<file path="src/rtl/coeff_ram_ctrl.sv">
// Coefficient RAM controller: loads P_TAPS coefficients from a host into an external
// single-port RAM and streams them back, one per cycle, for each new sample.
module coeff_ram_ctrl #(
  parameter int P_TAPS = 10,
  parameter int P_DW   = 16,
  parameter int P_AW   = 4
) (
  input  logic            iClk_12M,
  input  logic            iRsn,
  input  logic            iCoeffUpdate,
  input  logic            iCoeffWrEn,
  input  logic [P_DW-1:0] iCoeffWrDt,
  input  logic            iEnSample,
  output logic            oCsnRam,
  output logic            oWrnRam,
  output logic [P_AW-1:0] oAddrRam,
  output logic [P_DW-1:0] oWrDtRam,
  input  logic [P_DW-1:0] iRdDtRam,
  output logic [P_DW-1:0] oCoeff,
  output logic            oCoeffValid,
  output logic [P_AW-1:0] oCoeffIdx,
  output logic            oCoeffLast,
  output logic            oUpdDone,
  output logic            oSampleDrop,
  output logic            oBusy
);

  localparam logic [P_AW-1:0] LAST_IDX = P_AW'(P_TAPS - 1);

  typedef enum logic [1:0] {IDLE, WRITE, READ} state_t;

  state_t          state_q;
  logic [P_AW-1:0] wr_cnt_q;
  logic [P_AW-1:0] rd_cnt_q;
  logic            valid_q;
  logic [P_AW-1:0] idx_q;
  logic            last_q;
  logic            upd_done_q;
  logic            drop_q;

  logic wr_fire;
  logic rd_fire;

  assign wr_fire = (state_q == WRITE) && iCoeffWrEn;
  assign rd_fire = (state_q == READ);

  // The write strobe must reach the RAM in the same cycle the host presents the data,
  // so the RAM port is decoded combinationally from state and the host strobe.
  // NOTE: every output gets its idle value first, so no path through this block can infer a latch.
  always_comb begin
    oCsnRam  = 1'b1;
    oWrnRam  = 1'b1;
    oAddrRam = '0;
    oWrDtRam = '0;
    if (wr_fire) begin
      oCsnRam  = 1'b0;
      oWrnRam  = 1'b0;
      oAddrRam = wr_cnt_q;
      oWrDtRam = iCoeffWrDt;
    end else if (rd_fire) begin
      oCsnRam  = 1'b0;
      oAddrRam = rd_cnt_q;
    end
  end

  // NOTE: state uses non-blocking assignments so every register samples pre-edge values.
  // The RAM itself is external; only control state is reset here, its contents survive.
  always_ff @(posedge iClk_12M or negedge iRsn) begin
    if (!iRsn) begin
      state_q    <= IDLE;
      wr_cnt_q   <= '0;
      rd_cnt_q   <= '0;
      valid_q    <= 1'b0;
      idx_q      <= '0;
      last_q     <= 1'b0;
      upd_done_q <= 1'b0;
      drop_q     <= 1'b0;
    end else begin
      upd_done_q <= 1'b0;
      drop_q     <= 1'b0;
      valid_q    <= rd_fire;
      idx_q      <= rd_fire ? rd_cnt_q : '0;
      last_q     <= rd_fire && (rd_cnt_q == LAST_IDX);

      case (state_q)
        IDLE: begin
          if (iCoeffUpdate) begin
            state_q  <= WRITE;
            wr_cnt_q <= '0;
            drop_q   <= iEnSample;
          end else if (iEnSample) begin
            state_q  <= READ;
            rd_cnt_q <= '0;
          end
        end
        WRITE: begin
          drop_q <= iEnSample;
          if (wr_fire && (wr_cnt_q == LAST_IDX)) begin
            upd_done_q <= 1'b1;
            state_q    <= IDLE;
            wr_cnt_q   <= '0;
          end else if (!iCoeffUpdate) begin
            state_q  <= IDLE;
            wr_cnt_q <= '0;
          end else if (iCoeffWrEn) begin
            wr_cnt_q <= wr_cnt_q + 1'b1;
          end
        end
        READ: begin
          // A pending reload request simply waits here; IDLE picks it up after the sweep.
          drop_q <= iEnSample;
          if (rd_cnt_q == LAST_IDX) begin
            state_q  <= IDLE;
            rd_cnt_q <= '0;
          end else begin
            rd_cnt_q <= rd_cnt_q + 1'b1;
          end
        end
        default: state_q <= IDLE;
      endcase
    end
  end

  assign oCoeff      = iRdDtRam;
  assign oCoeffValid = valid_q;
  assign oCoeffIdx   = idx_q;
  assign oCoeffLast  = last_q;
  assign oUpdDone    = upd_done_q;
  assign oSampleDrop = drop_q;
  assign oBusy       = (state_q != IDLE) || valid_q;

endmodule
</file>
<file path="config.mk">
export PLATFORM = sky130hd
export DESIGN_NAME = coeff_ram_ctrl
export DESIGN_NICKNAME = d
export VERILOG_FILES = /design/src/rtl/coeff_ram_ctrl.sv
export SDC_FILE = /design/constraint.sdc
export NUM_CORES = 1
export LEC_CHECK = 0
export CAP_MARGIN = 40
export CORE_MARGIN = 1.5
export CORE_UTILIZATION = 38
export DETAILED_ROUTE_END_ITERATION = 7
export PLACE_DENSITY = 0.85
export SLEW_MARGIN = 10
export SYNTH_ARGS = -nofsm -noshare
export SYNTH_HDL_FRONTEND = slang
export SYNTH_SLANG_ARGS = --single-unit
</file>
<file path="constraint.sdc">
create_clock -name iClk_12M -period 3.5 [get_ports iClk_12M]
set_input_delay 0.7 -clock iClk_12M [delete_from_list [all_inputs] [get_ports iClk_12M]]
set_output_delay 0.7 -clock iClk_12M [all_outputs]
set_load 0.02 [all_outputs]
</file>
After elaboration in Yosys (flattened, before gate mapping)
Cells that the tools add are included.

storage, ports and cells
  register bits after elaboration = 18
  input bits = 37
  output and inout bits = 47
  logic and storage cells = 58

operators by class
  add/sub/neg operators = 2
  equal/unequal tests = 11
  multiplexer cells = 25
  reduce and logical (&&, ||, !) cells = 12

operators by type and width
  kind                   count
  $mux W4                9
  $mux W16               1
  $pmux W4 S2            2
  $mux W2                5
  $reduce_and A3 Y1      3
  $add A4 B1 Y4 const B  2
  $eq A4 B4 Y1 const B   2
  $mux W1                6
  $ne A2 B2 Y1 const B   3
  $pmux W2 S3            1
  $reduce_bool A2 Y1     3
  $ne A4 B3 Y1 const B   1
  $logic_and A1 B1 Y1    3
  $ne A3 B2 Y1 const B   1
  $ne A3 B3 Y1 const B   1
  $eq A2 B1 Y1 const B   1
  $eq A2 B2 Y1 const B   1
  $logic_not A2 Y1       1
  $ne A2 B1 Y1 const B   1
  $pmux W1 S2            1
  $reduce_or A2 Y1       1
  $logic_or A1 B1 Y1     1

Longest topological paths before layout
Gate-level depths: netlist of the first run.

  depth in word-level cells = 5
  depth in mapped cells = 7
  depth with buffers taken out = 6

Least setup slack after synthesis of the first run
No wires, ideal clock.

  path kind = input-to-output
  start = input port iCoeffWrEn
  end = output port oAddrRam[1]
  data arrival time = 1.534 ns
  data required time = 2.800 ns
  slack = 1.266 ns
  stages on the path = 4
  path buffers = 1
  path through = and2_2 > clkbuf_1 > inv_1 > o21ai_1

between the ends
  cells in the longest elaborated chain, start to end = 2

RTL lines
  element              line  text
  from (decl)          11    input logic iCoeffWrEn,
  $logic_and A1 B1 Y1  44    assign wr_fire = (state_q == WRITE) && iCoeffWrEn;
  $mux W4              55    if (wr_fire) begin
  to (decl)            16    output logic [P_AW-1:0] oAddrRam,

Every way passes these cells.

Final worst setup path of the first run
  start = register state_q[1]
  end = output port oAddrRam[1]

between the ends
  cells in the longest elaborated chain, start to end = 3
  elaborated cells between the ends (all ways) = 5
  those cells by class = 2 x eq/ne; 2 x mux; 1 x reduce/logical

RTL lines
  element                                         line    text
  from (decl)                                     32      state_t state_q;
  from (signal assigned)                          70      state_q <= IDLE;
  from (signal assigned)                          88      state_q <= WRITE;
  from (signal assigned)                          92      state_q <= READ;
  $eq A2 B2 Y1 or $eq A2 B1 Y1 (tied branches)    45, 44
  $mux W4 or $logic_and A1 B1 Y1 (tied branches)  60, 44
  $mux W4 (*)                                     55

Mark *: on every way between the ends. The rest lies on a longest branch, timed or not.

==> metrics.yaml, run 1 <==
timing:
  setup_tns_ns: 0
  finalCritPeriodShare_pct: 91.2
  worst_clock_skew_ns: 0.00771
  hold_viol_final: 0
  drv_slew: 0
  worst_pin_slew_ns: 0.825
  slew-limit-headroom_pct: 44.8
  setup_viol: 0
  fin_crit_ns: 3.19
  max_freq_mhz: 313
  rsz0062_at_grt: "false"
  holdWs_ns: 0.540
floorplan:
  die_area_um2: 3640
  initial_core_util_pct: 40.6
  ioPinCount: 84
  die_h_um: 60.3
  num_rows: 20
  core_area_um2: 3080
  dieWidth_um: 60.3
global_routing:
  grt_pass1_vias: 1024
  grtUsageTotal_pct: 15.1
  grt_pass1_wl_um: 4260
  grt_antenna_before_repair: 0
  grt_max_degree: 23
  grt-ovfl-total: 0
yosys:
  yosysWarnings: 0
  synth.most_common_cell: "dfrtp_1"
  netlist_instances: 139
  synthFlopType: "dfrtp_1"
  synth.net_count: 184
  yosys-top-cells-area: "dfrtp_1 (36%), buf_4 (9.6%), ha_1 (8.0%), and3_1 (5.0%), and3_2 (3.6%)"
  synth_commonest_cells: "dfrtp_1 (18), buf_4 (16), nand2_1 (12)"
  synth_cell_types: 38
  synth_area_um2: 1250
  synth_edf_count: 0
  synth_top_area_share_pct: 36.1
  synth_seq_cells: 18
  yosysTopAreaCell: "dfrtp_1"
  syn_area_per_cell_um2: 8.98
  async_flop_share_pct: 100
  seq_area_frac_synth_pct: 36.1
routing:
  drc: 0
  vias: 1099
  ant_nets: 0
  avgRoutedWirePerCell_um: 12.9
  first_pass_iters: 6
  wl_um: 2770
  avgViaCountPerCell: 5.14
  first_iter_violations: 43
placed_design:
  placed_area_um2: 1660
  routabilityCongestion: 0.774
  hpwlAfterDp_um: 2150
  port-buffer-count: 51
power_and_ir_drop:
  total_power_uw: 918
  clkPwrFrac_pct: 11.3
  intPower_uw: 538
  swShare_pct: 41.4
  power_frac_seq_pct: 33.6
  ir_worst_vdd_v: 0.000354
  power_density_nw_per_um2: 547
  p_switching_uw: 380
  combPwrFrac_pct: 55.1
  leakage_uw: 0.000750
clocking:
  ctsHoldBuffers: 0
  clockBufferDepth: 2
  cts-resized-gates: 0
  root_buffer: "clkbuf_4"
  clk_pin_slew_ns: 0.11
  clock_latency_ns: 0.29
  cts_setup_buffers: 0
  h-tree-depth: 1
  cts_num_sinks: 18
  cts_tree: "yes"
  numCtsBuffers: 3
critical_path:
  arrival_ns: 2.49
  critPathKind: "flop to output pin"
  crit_path_end_kind: "output pin"
  path_max_fanout: 20
  r2r_slack_ns: 1.75
  setup.worst_path.start_class: "flop"
  critical_path_required_ns: 2.80
final_layout:
  fin_area_um2: 1680
  nets: 217
  syn2layout_area_growth_pct: 34.5
  final_core_util_pct: 54.6
  layout-drive-gt1-share_pct: 8.82
  antenna_cells: 0
worst_hold_path:
  hold_class: "flop to flop"
outcome:
  status: "completed"
flow_run:
  max_cap_violations: 0
==> power groups by stage <==
stage	logic, uW	registers [uW]	clock network [uW]
floorplan	340	316	0
global placement	490	307	0
detailed placement	507	312	0
CTS	511	308	104
global route	549	317	111
finish	506	308	104
==> worst paths after layout <==
path | startpoint | to | depth (start not counted)
max reg2reg | state_q[1] | state_q[1] | 5
min reg2reg | rd_cnt_q[2] | oCoeffLast | 1
min in group asynchronous | iRsn | oCoeffValid | 1
max | state_q[1] | oAddrRam[1] | 6
min | rd_cnt_q[2] | oCoeffLast | 1
max in group asynchronous | iRsn | oCoeffLast | 1
==> critical path: stages, from the launching register on <==
cell and delay (ns):
dfrtp_1 0.44, inv_1 0.10, ha_1 0.47, and2_2 0.31, inv_1 0.12, o21ai_1 0.14, clkdlybuf4s50_1 0.61
==> kinds of logic after synthesis <==
logic type | share of synthesized area [%]
adders and majority gates | 8.02
AOI/OAI and AO/OA | 10.0
muxes | 1.70
buffers and inverters | 15.9
DFF | 36.1
and+or+nand+nor | 28.3
==> metrics by stage <==
step           cells  setup slack [ns]
2_1_floorplan    139              1.27
3_3_place_gp     211             0.578
3_5_place_dp     211             0.539
4_1_cts          214             0.305
5_1_grt          214             0.149
6_report         214             0.306
==> sequential cells by signal, indices dropped and copies added, names as in the netlist <==
register and cells:
oCoeffLast 1, state_q 2, oCoeffValid 1, rd_cnt_q 4
oUpdDone 1, oCoeffIdx 4, wr_cnt_q 4, oSampleDrop 1
==> cell type report <==
cell class / count / area (um2)
multi-input combinational: 88 / 599
tap: 44 / 55.1
timing repair buffer: 52 / 518
sequential: 18 / 450
clock buffer: 3 / 22.5
inverter: 9 / 33.8
fill: 285 / 1400
==> layer usage <==
layer	vias to the layer above	global-route usage, %	wire length (um)
met3	4	4.11	180
met2	41	26.7	1420
met1	528	17.7	1150
met5	-	0	0
met4	0	4.76	14
li1	526	-	-
==> placed cells by master (no fill, tap or decap), types with 2 or more instances in the layout <==
master / Yosys / layout
nand2b_1: 3 / 3
o211ai_1: 3 / 3
and3_1: 10 / 10
and2_4: 2 / 2
nand3b_1: 3 / 3
inv_1: 9 / 9
and2_1: 4 / 4
dfrtp_1: 18 / 18
a31oi_1: 2 / 2
and3_2: 6 / 6
nand4_1: 3 / 3
o21ai_0: 2 / 2
nand2_1: 12 / 12
nand3_1: 6 / 6
clkbuf_4: 0 / 3
ha_1: 8 / 8
clkdlybuf4s50_1: 0 / 51
o21ai_1: 3 / 3
nor2_1: 3 / 3
Power figures use the tool's default switching activity.
==> run 2: changes to the inputs <==
--- a/config.mk
+++ b/config.mk
@@ -9,7 +9,9 @@
 export CORE_MARGIN = 1.5
 export CORE_UTILIZATION = 38
 export DETAILED_ROUTE_END_ITERATION = 7
+export GPL_ROUTABILITY_DRIVEN = 0
 export PLACE_DENSITY = 0.85
+export SETUP_SLACK_MARGIN = 0.15
 export SLEW_MARGIN = 10
 export SYNTH_ARGS = -nofsm -noshare
 export SYNTH_HDL_FRONTEND = slang
==> run 2 against run 1 <==
Net effect:
- critical path depth is the same
- highest routed layer unchanged
- routed wire length up 0.18%
- via count up 0.73%
- global-route usage unchanged
- core utilization rose by 0.081 points
- total power rose by 0.14%
- largest power group unchanged
- final cell count stayed put
- sequential power about the same
- fmax rose by 5.7%
- critical path type unchanged
==> metrics.yaml, run 2 (synthesis gave the netlist of run 1 again) <==
global_routing:
  grt-ovfl-total: 0  # unchanged
  grtUsageTotal_pct: 15.1  # unchanged
  grt_max_degree: 23  # unchanged
  grt_pass1_vias: 1024  # unchanged
  grt_antenna_before_repair: 0  # unchanged
  grt_pass1_wl_um: 4260  # unchanged
final_layout:
  syn2layout_area_growth_pct: 34.7
  final_cell_mix: "clkdlybuf4s50_1 (51), dfrtp_1 (18), nand2_1 (12)"
  fin_area_um2: 1680  # +0.15%
  antenna_cells: 0  # unchanged
  final_core_util_pct: 54.6  # +0.081 points
  fillers: 284  # -0.35%
  final_cell_count_no_fill: 214  # unchanged
  regArea_um2: 450  # unchanged
  multi_input_area_um2: 602  # +0.42%
  nets: 217  # unchanged
  layout_commonest_cell: "clkdlybuf4s50_1"
  layout-drive-gt1-share_pct: 9.41  # +0.59 points
clocking:
  clock_latency_ns: 0.28  # about the same
  numCtsBuffers: 3  # unchanged
  root_buffer: "clkbuf_4"
  cts_setup_buffers: 0  # unchanged
  cts_num_sinks: 18  # unchanged
  clockBufferDepth: 2  # unchanged
  clk_pin_slew_ns: 0.10  # about the same
  cts_tree: "yes"
  h-tree-depth: 1  # unchanged
floorplan:
  dieWidth_um: 60.3  # unchanged
  core_area_um2: 3080  # unchanged
  num_rows: 20  # unchanged
  die_h_um: 60.3  # unchanged
  ioPinCount: 84  # unchanged
  initial_core_util_pct: 40.6  # unchanged
  die_area_um2: 3640  # unchanged
power_and_ir_drop:
  leakage_uw: 0.000748  # -0.19%
  power_density_nw_per_um2: 547  # about the same
  ir_worst_vdd_v: 0.000366  # +3.3%
critical_path:
  crit_path_end_kind: "output pin"
  critical_path_required_ns: 2.80  # about the same
  critPathKind: "flop to output pin"
  setup.worst_path.start_class: "flop"
  path_max_fanout: 20  # unchanged
  arrival_ns: 2.32  # -0.17 ns
routing:
  first_pass_iters: 5  # -1
  first_iter_violations: 36  # -16%
  wl_um: 2780  # +0.18%
  avgViaCountPerCell: 5.17  # +0.73%
  ant_nets: 0  # unchanged
  vias: 1107  # +0.73%
  drc: 0  # unchanged
  avgRoutedWirePerCell_um: 13.0  # +0.18%
placed_design:
  place_ws_ns: 0.539  # unchanged
  port-buffer-count: 51  # unchanged
  hpwlAfterDp_um: 2150  # unchanged
  placed_area_um2: 1660  # unchanged
  place_inst: 211  # unchanged
timing:
  max_freq_mhz: 331  # +5.7%
  layout_setup_ws_ns: 0.478  # +0.171 ns
  hold_viol_final: 0  # unchanged
  slew-limit-headroom_pct: 44.8  # about the same
  finalCritPeriodShare_pct: 86.4  # -4.9 points
  fin_crit_ns: 3.02  # -0.171 ns
  drv_slew: 0  # unchanged
  worst_pin_slew_ns: 0.826  # +0.000425 ns
  worst_clock_skew_ns: 0.000765  # -0.00694 ns
  setup_viol: 0  # unchanged
  setup_tns_ns: 0  # unchanged
  rsz0062_at_grt: "false"
flow_run:
  max_cap_violations: 0  # unchanged
outcome:
  status: "completed"
worst_hold_path:
  hold_class: "flop to flop"
run 2: worst max-delay path: stages (launching register included):
cell and delay [ns]:
dfrtp_1 0.44, inv_1 0.11, ha_2 0.35, and2_2 0.27, inv_1 0.12, o21ai_1 0.14
clkdlybuf4s50_1 0.61
run 2: metal layers:
metal,up-vias,track usage (%),share of wire (%)
met5,-,0,0
met4,0,4.76,0.50
met3,4,4.11,7.1
met2,46,26.7,51
met1,531,17.7,41
li1,526,-,-
run 2: timing repair:
action	in CTS	in global routing
resized for setup	0	1
setup endpoints to repair	0	1
hold buffers	0	0
hold endpoints to repair	0	0
run 2: stage by stage:
step | hold slack [ns] | power (uW)
final | 0.548 | 920
after global routing | 0.569 | 979
after CTS | 0.543 | 922
after detailed placement | 0.528 | 819
after global placement | 0.513 | 796
after floorplan | 0.404 | 656
run 2: final cells by class:
type	instances	share of cell area [%]
Multi-Input combinational cell	88	35.8
Inverter	9	2.01
Timing Repair Buffer	52	30.8
Sequential cell	18	26.8
Tap cell	44	3.27
Clock buffer	3	1.34
run 2: path summary, 6_finish.rpt:
path	end	slack (ns)	from	cells after the start
max	oAddrRam[1]	0.48	state_q[1]	6
min	oCoeffLast	0.55	rd_cnt_q[2]	1
max reg2reg	state_q[1]	1.89	state_q[1]	5
min reg2reg	oCoeffLast	0.55	rd_cnt_q[2]	1
max in group asynchronous	oCoeffLast	2.11	iRsn	1
min in group asynchronous	rd_cnt_q[1]	0.88	iRsn	1
run 2: where the power goes:
| part | internal, uW | total, uW | switching, uW |
|---|---|---|---|
| clock | 40.0 | 101 | 60.9 |
| sequential | 257 | 309 | 52.6 |
| combinational | 244 | 510 | 266 |
| total | 540 | 920 | 379 |
